## src/rtl/ext_fib_if.sv

```systemverilog
// Handshake and operand bundle for ext_fib_unit. The master drives the request
// and operands; the slave returns status and the result.
interface ext_fib_if #(
  parameter int N = 8
);
  logic         start;
  logic [N-1:0] n;
  logic [N-1:0] f0;
  logic [N-1:0] f1;
  logic [N-1:0] coef_a;
  logic [N-1:0] coef_b;
  logic         busy;
  logic         done;
  logic [N-1:0] result;
  logic         ovf;

  modport master (
    output start, n, f0, f1, coef_a, coef_b,
    input  busy, done, result, ovf
  );

  modport slave (
    input  start, n, f0, f1, coef_a, coef_b,
    output busy, done, result, ovf
  );
endinterface

```

## src/rtl/ext_fib_unit.sv

```systemverilog
// Generalised Fibonacci term generator: f(k) = a*f(k-1) + b*f(k-2) mod 2^N,
// one iteration per clock, with a sticky overflow flag per computation.
module ext_fib_unit #(
  parameter int N = 8
) (
  input  logic      clk,
  input  logic      rst,
  ext_fib_if.slave  bus
);

  localparam int SW = 2 * N + 1;

  typedef enum logic [1:0] {
    S_IDLE,
    S_CALC,
    S_DONE
  } state_t;

  state_t       r_state;
  state_t       w_state_nxt;
  logic [N-1:0] r_p;
  logic [N-1:0] r_q;
  logic [N-1:0] r_cnt;
  logic [N-1:0] r_a;
  logic [N-1:0] r_b;
  logic [N-1:0] r_result;
  logic         r_ovf;
  logic         w_busy;
  logic         w_done;
  logic [SW-1:0] w_sum;

  function automatic logic [N-1:0] trunc_n(input logic [SW-1:0] s);
    return s[N-1:0];
  endfunction

  function automatic logic sum_ovf(input logic [SW-1:0] s);
    return |s[SW-1:N];
  endfunction

  // Full-precision sum so overflow detection sees every carried-out bit
  assign w_sum = (SW'(r_a) * SW'(r_p)) + (SW'(r_b) * SW'(r_q));

  always_comb begin
    w_state_nxt = r_state;
    w_busy      = 1'b0;
    w_done      = 1'b0;
    case (r_state)
      S_IDLE: begin
        if (bus.start) w_state_nxt = S_CALC;
      end
      S_CALC: begin
        w_busy = 1'b1;
        if (r_cnt < N'(2)) w_state_nxt = S_DONE;
      end
      S_DONE: begin
        w_busy      = 1'b1;
        w_done      = 1'b1;
        w_state_nxt = S_IDLE;
      end
      default: w_state_nxt = S_IDLE;
    endcase
  end

  always_ff @(posedge clk) begin
    if (rst) begin
      r_state  <= S_IDLE;
      r_p      <= '0;
      r_q      <= '0;
      r_cnt    <= '0;
      r_a      <= '0;
      r_b      <= '0;
      r_result <= '0;
      r_ovf    <= 1'b0;
    end else begin
      r_state <= w_state_nxt;
      case (r_state)
        S_IDLE: begin
          if (bus.start) begin
            r_p   <= bus.f1;
            r_q   <= bus.f0;
            r_cnt <= bus.n;
            r_a   <= bus.coef_a;
            r_b   <= bus.coef_b;
            r_ovf <= 1'b0;
          end
        end
        S_CALC: begin
          // cnt counts down to 1 and never wraps, so n = 2^N-1 terminates
          if (r_cnt >= N'(2)) begin
            r_p   <= trunc_n(w_sum);
            r_q   <= r_p;
            r_cnt <= r_cnt - N'(1);
            if (sum_ovf(w_sum)) r_ovf <= 1'b1;
          end else if (r_cnt == N'(1)) begin
            r_result <= r_p;
          end else begin
            r_result <= r_q;
          end
        end
        default: ;
      endcase
    end
  end

  assign bus.busy   = w_busy;
  assign bus.done   = w_done;
  assign bus.result = r_result;
  assign bus.ovf    = r_ovf;

endmodule

```

## src/flat_wrapper.sv

```systemverilog
// flat-port wrapper written by rule: the top's interface ports become plain ports
module ext_fib_unit_flat 
#(
  parameter int N = 8
)
  (clk, rst, bus_start, bus_n, bus_f0, bus_f1, bus_coef_a, bus_coef_b, bus_busy, bus_done, bus_result, bus_ovf);
  ext_fib_if #(.N(N)) bus_i ();
  input  logic clk;
  input  logic rst;
  input wire logic [$bits(bus_i.start)-1:0] bus_start;
  input wire logic [$bits(bus_i.n)-1:0] bus_n;
  input wire logic [$bits(bus_i.f0)-1:0] bus_f0;
  input wire logic [$bits(bus_i.f1)-1:0] bus_f1;
  input wire logic [$bits(bus_i.coef_a)-1:0] bus_coef_a;
  input wire logic [$bits(bus_i.coef_b)-1:0] bus_coef_b;
  output wire logic [$bits(bus_i.busy)-1:0] bus_busy;
  output wire logic [$bits(bus_i.done)-1:0] bus_done;
  output wire logic [$bits(bus_i.result)-1:0] bus_result;
  output wire logic [$bits(bus_i.ovf)-1:0] bus_ovf;
  assign bus_i.start = bus_start;
  assign bus_i.n = bus_n;
  assign bus_i.f0 = bus_f0;
  assign bus_i.f1 = bus_f1;
  assign bus_i.coef_a = bus_coef_a;
  assign bus_i.coef_b = bus_coef_b;
  assign bus_busy = bus_i.busy;
  assign bus_done = bus_i.done;
  assign bus_result = bus_i.result;
  assign bus_ovf = bus_i.ovf;
  ext_fib_unit #(.N(N)) u_core (.clk(clk), .rst(rst), .bus(bus_i));
endmodule
```

## config.mk

```make
export PLATFORM = sky130hd
export DESIGN_NAME = ext_fib_unit_flat
export DESIGN_NICKNAME = d
export VERILOG_FILES = /design/src/rtl/ext_fib_if.sv /design/src/rtl/ext_fib_unit.sv /design/src/flat_wrapper.sv
export SDC_FILE = /design/constraint.sdc
export NUM_CORES = 1
export LEC_CHECK = 0
export CAP_MARGIN = 20
export CORE_MARGIN = 2
export CORE_UTILIZATION = 30
export CTS_CLUSTER_DIAMETER = 40
export CTS_CLUSTER_SIZE = 12
export DETAILED_ROUTE_END_ITERATION = 16
export PLACE_DENSITY = 0.53
export REMOVE_ABC_BUFFERS = 1
export SLEW_MARGIN = 20
export SYNTH_ARGS = -nofsm -noshare
export SYNTH_HDL_FRONTEND = slang
export SYNTH_SLANG_ARGS = --single-unit
```

## constraint.sdc

```tcl
create_clock -name clk -period 5.3 [get_ports clk]
set_input_delay 1.06 -clock clk [delete_from_list [all_inputs] [get_ports clk]]
set_output_delay 1.06 -clock clk [all_outputs]
set_load 0.005 [all_outputs]
```

==> reports/qor.yml <==
outcome: "finished with violations"
failed_checks: "negative setup slack"
clock_latency_ps: 310
grt-busiest-layer: "met2"
finalSetupTns_ps: -39.1
path_cells: "buf_6 -> and2_4 -> fa_1 -> inv_1 -> fa_1 -> inv_1 -> fa_1 -> fa_1 -> fa_1 -> inv_1 -> fa_1 -> inv_1 -> ha_4 -> nor2_2 -> buf_4 -> a221o_1 -> nor3_2 -> nand4_1 -> nor4_4 -> a31oi_2"
end_kind: "flip-flop"
yosysWarnings: 0
synth_ff_type: "dfxtp_1"
fin_ws_ps: -39.1
arrival_ps: 5530
ys_seq_area_share_pct: 14.9
drive_gt1_share_pct: 16.7
area_growth_syn_to_layout_pct: 26.1
die_h_um: 155
use_met2_pct: 26.8
finalHoldViolCount: 0
final.fill_count: 2262
grt_pass1_vias: 5926
crit_slowest_cell: "fa_1"
pin_count: 54
die_w_um: 155
start_kind: "flip-flop"
cpPeakStageDelay_ps: 550
hold_buffers: 0
postSynthAreaPerCell_um2: 8.54
leakage_uw: 0.00391
drc: 0
synth_edf_count: 0
synth_cell_types: 51
clock_path_buffers: 2
cts_buffers: 5
met3_usage_pct: 2.14
worstPathMaxFanout: 8
worstMarginPinSlew_ps: 1120
yosys-top-cells-area: "fa_1 (28%), dfxtp_1 (15%), ha_1 (13%)"
final_cell_mix: "inv_1 (137), nand2_1 (106), fa_1 (94), buf_4 (80), and2_1 (68)"
dieArea_um2: 24000
p_clk_share_pct: 14.0
clkSinkCount: 51
initial_utilization_pct: 30.4
skew_ps: 7.78
postSynthCellCount: 800
grt_start_max_net_pins: 49
synth_top_cell_area_share_pct: 28.4
preCtsSetupSlack_ps: -232
n_antenna_cell: 0
period_minus_slack_ps: 5340
critPathTopFamily: "adder cells"
vias: 5445
switching_share_pct: 44.2
io_buffer_count: 53
maxSlewViolCount: 0
hold_path.class: "flip-flop to flip-flop"
p_seq_share_pct: 20.2
drtPass1Iterations: 4
stdcell_area_um2: 8620
critPathMostFrequentCell: "fa_1"
clk_pin_slew_ps: 80
root_buffer: "clkbuf_16"
intPower_uw: 1610
fin_crit_sh_pct: 101
synth_area_um2: 6830
grt.total_usage_pct: 16.1
overflow: 0
timing.critical_path.buf_inv: 6
async_reset_ff_share_pct: 0
routed_wl_um: 17800
max_cap_viol_count: 0
htree_levels: 2
final_common_cell: "inv_1"
power_uw: 2890
drt_iter0_markers: 205
cts_tree: "done"
p_comb_share_pct: 65.7
worstPathRequired_ps: 5490
core-area_um2: 22500
peakVddDrop_uv: 164
grt_pass1_wl_um: 30600
gp_congestion: 0.829
ys_seq_elements: 51
nets: 1112
setup_viol: 1
fmax_mhz: 187
antenna_found_initial: 0
via_per_inst: 4.59
post_dp_cell_area_um2: 8190
place_hpwl_um: 14800
met1_usage_pct: 22.6
path_class: "flip-flop to flip-flop"
switchingPower_uw: 1280
wl_per_cell_um: 15.0
powerDensity_nw_per_um2: 335
slew_headroom_pct: 25.0
num_rows: 55
rsz0062_at_grt: "true"
antenna_left: 0
synth_top_area_cell: "fa_1"
worst paths after layout:
kind | startpoint | end | slack (ps) | cells after the start
setup / recovery | u_core.r_b[4] | u_core.bus.ovf | -40 | 20
hold / removal | u_core.r_a[3] | u_core.r_a[3] | 480 | 2
setup reg to reg | u_core.r_b[4] | u_core.bus.ovf | -40 | 20
hold reg to reg | u_core.r_a[3] | u_core.r_a[3] | 480 | 2
worst reg2reg max path: cells and delay by family, from the launching register on:
family	cells	cell delay, ps
adders and majority gates	7	3280
and+or+nand+nor	5	650
buffers and inverters	6	490
AOI/OAI and AO/OA	2	480
DFF	1	330
cell families (layout without fill, tap and decap cells):
kind of cell	Yosys count	in the layout	share of synthesized area (%)
buf+inv	185	287	10.5
compound gates	114	114	11.1
flops	51	51	14.9
simple gates	250	250	17.4
xor+xnor	8	8	1.03
mux	24	24	3.55
fa+ha+maj	168	168	41.4
synthesized netlist by cell type, drive strengths merged, types with 3 or more instances:
master  instances
nand4           3
a21o            4
nand3           5
o21ai          14
nand2b          4
nand2         108
xnor2           4
ha             71
xor2            4
a21oi          40
a22oi           4
fa             97
dfxtp          51
and2           69
nor2           44
buf             5
mux2i          22
inv           138
clkbuf         41
nor3            8
a221oi          3
a211oi         30
flip-flops by register name, indices dropped and copies added (netlist names):
register,count
u_core.bus.ovf,1
u_core.bus.result,8
u_core.r_a,8
u_core.r_b,8
u_core.r_cnt,8
u_core.r_p,8
u_core.r_q,8
u_core.r_state,2
area by class of cell:
| cell class | instances | area [um^2] | share of cell area (%) |
|---|---|---|---|
| multi-input cells | 564 | 5290 | 61.4 |
| well taps | 285 | 357 | 4.14 |
| flip-flops and latches | 51 | 1040 | 12.1 |
| inverters | 139 | 522 | 6.06 |
| clock inverters | 2 | 38.8 | 0.450 |
| repair buffers | 140 | 1220 | 14.2 |
| clock buffers | 6 | 139 | 1.61 |
power groups by stage:
stage / registers [uW] / clock network, uW / logic, uW
finish: 584 / 405 / 1900
CTS: 578 / 417 / 1800
floorplan: 593 / 0 / 978
global placement: 585 / 0 / 1740
global route: 600 / 426 / 2140
detailed placement: 585 / 0 / 1720
metrics by stage:
| stage | instances | hold WS (ps) | utilization [%] |
|---|---|---|---|
| global placement | 1177 | 487 | 36.4 |
| detailed placement | 1177 | 489 | 36.4 |
| finish | 1187 | 475 | 38.3 |
| global route | 1187 | 511 | 38.3 |
| floorplan | 754 | 479 | - |
| CTS | 1185 | 501 | 37.5 |
metal layers:
metal / vias to the layer above / part of all wire (%)
met5: - / 0
met4: 0 / 1.0
met3: 14 / 3.1
met2: 68 / 47
met1: 2632 / 49
li1: 2731 / -
what timing repair did:
item / in CTS / in global routing
pin swaps: 2 / 25
gates resized for setup: 15 / 45
gates cloned: 0 / 0
buffers inserted: 0 / 2
endpoints found under the setup margin: 1 / 2
No activity file was read; power rests on OpenSTA's default activity.
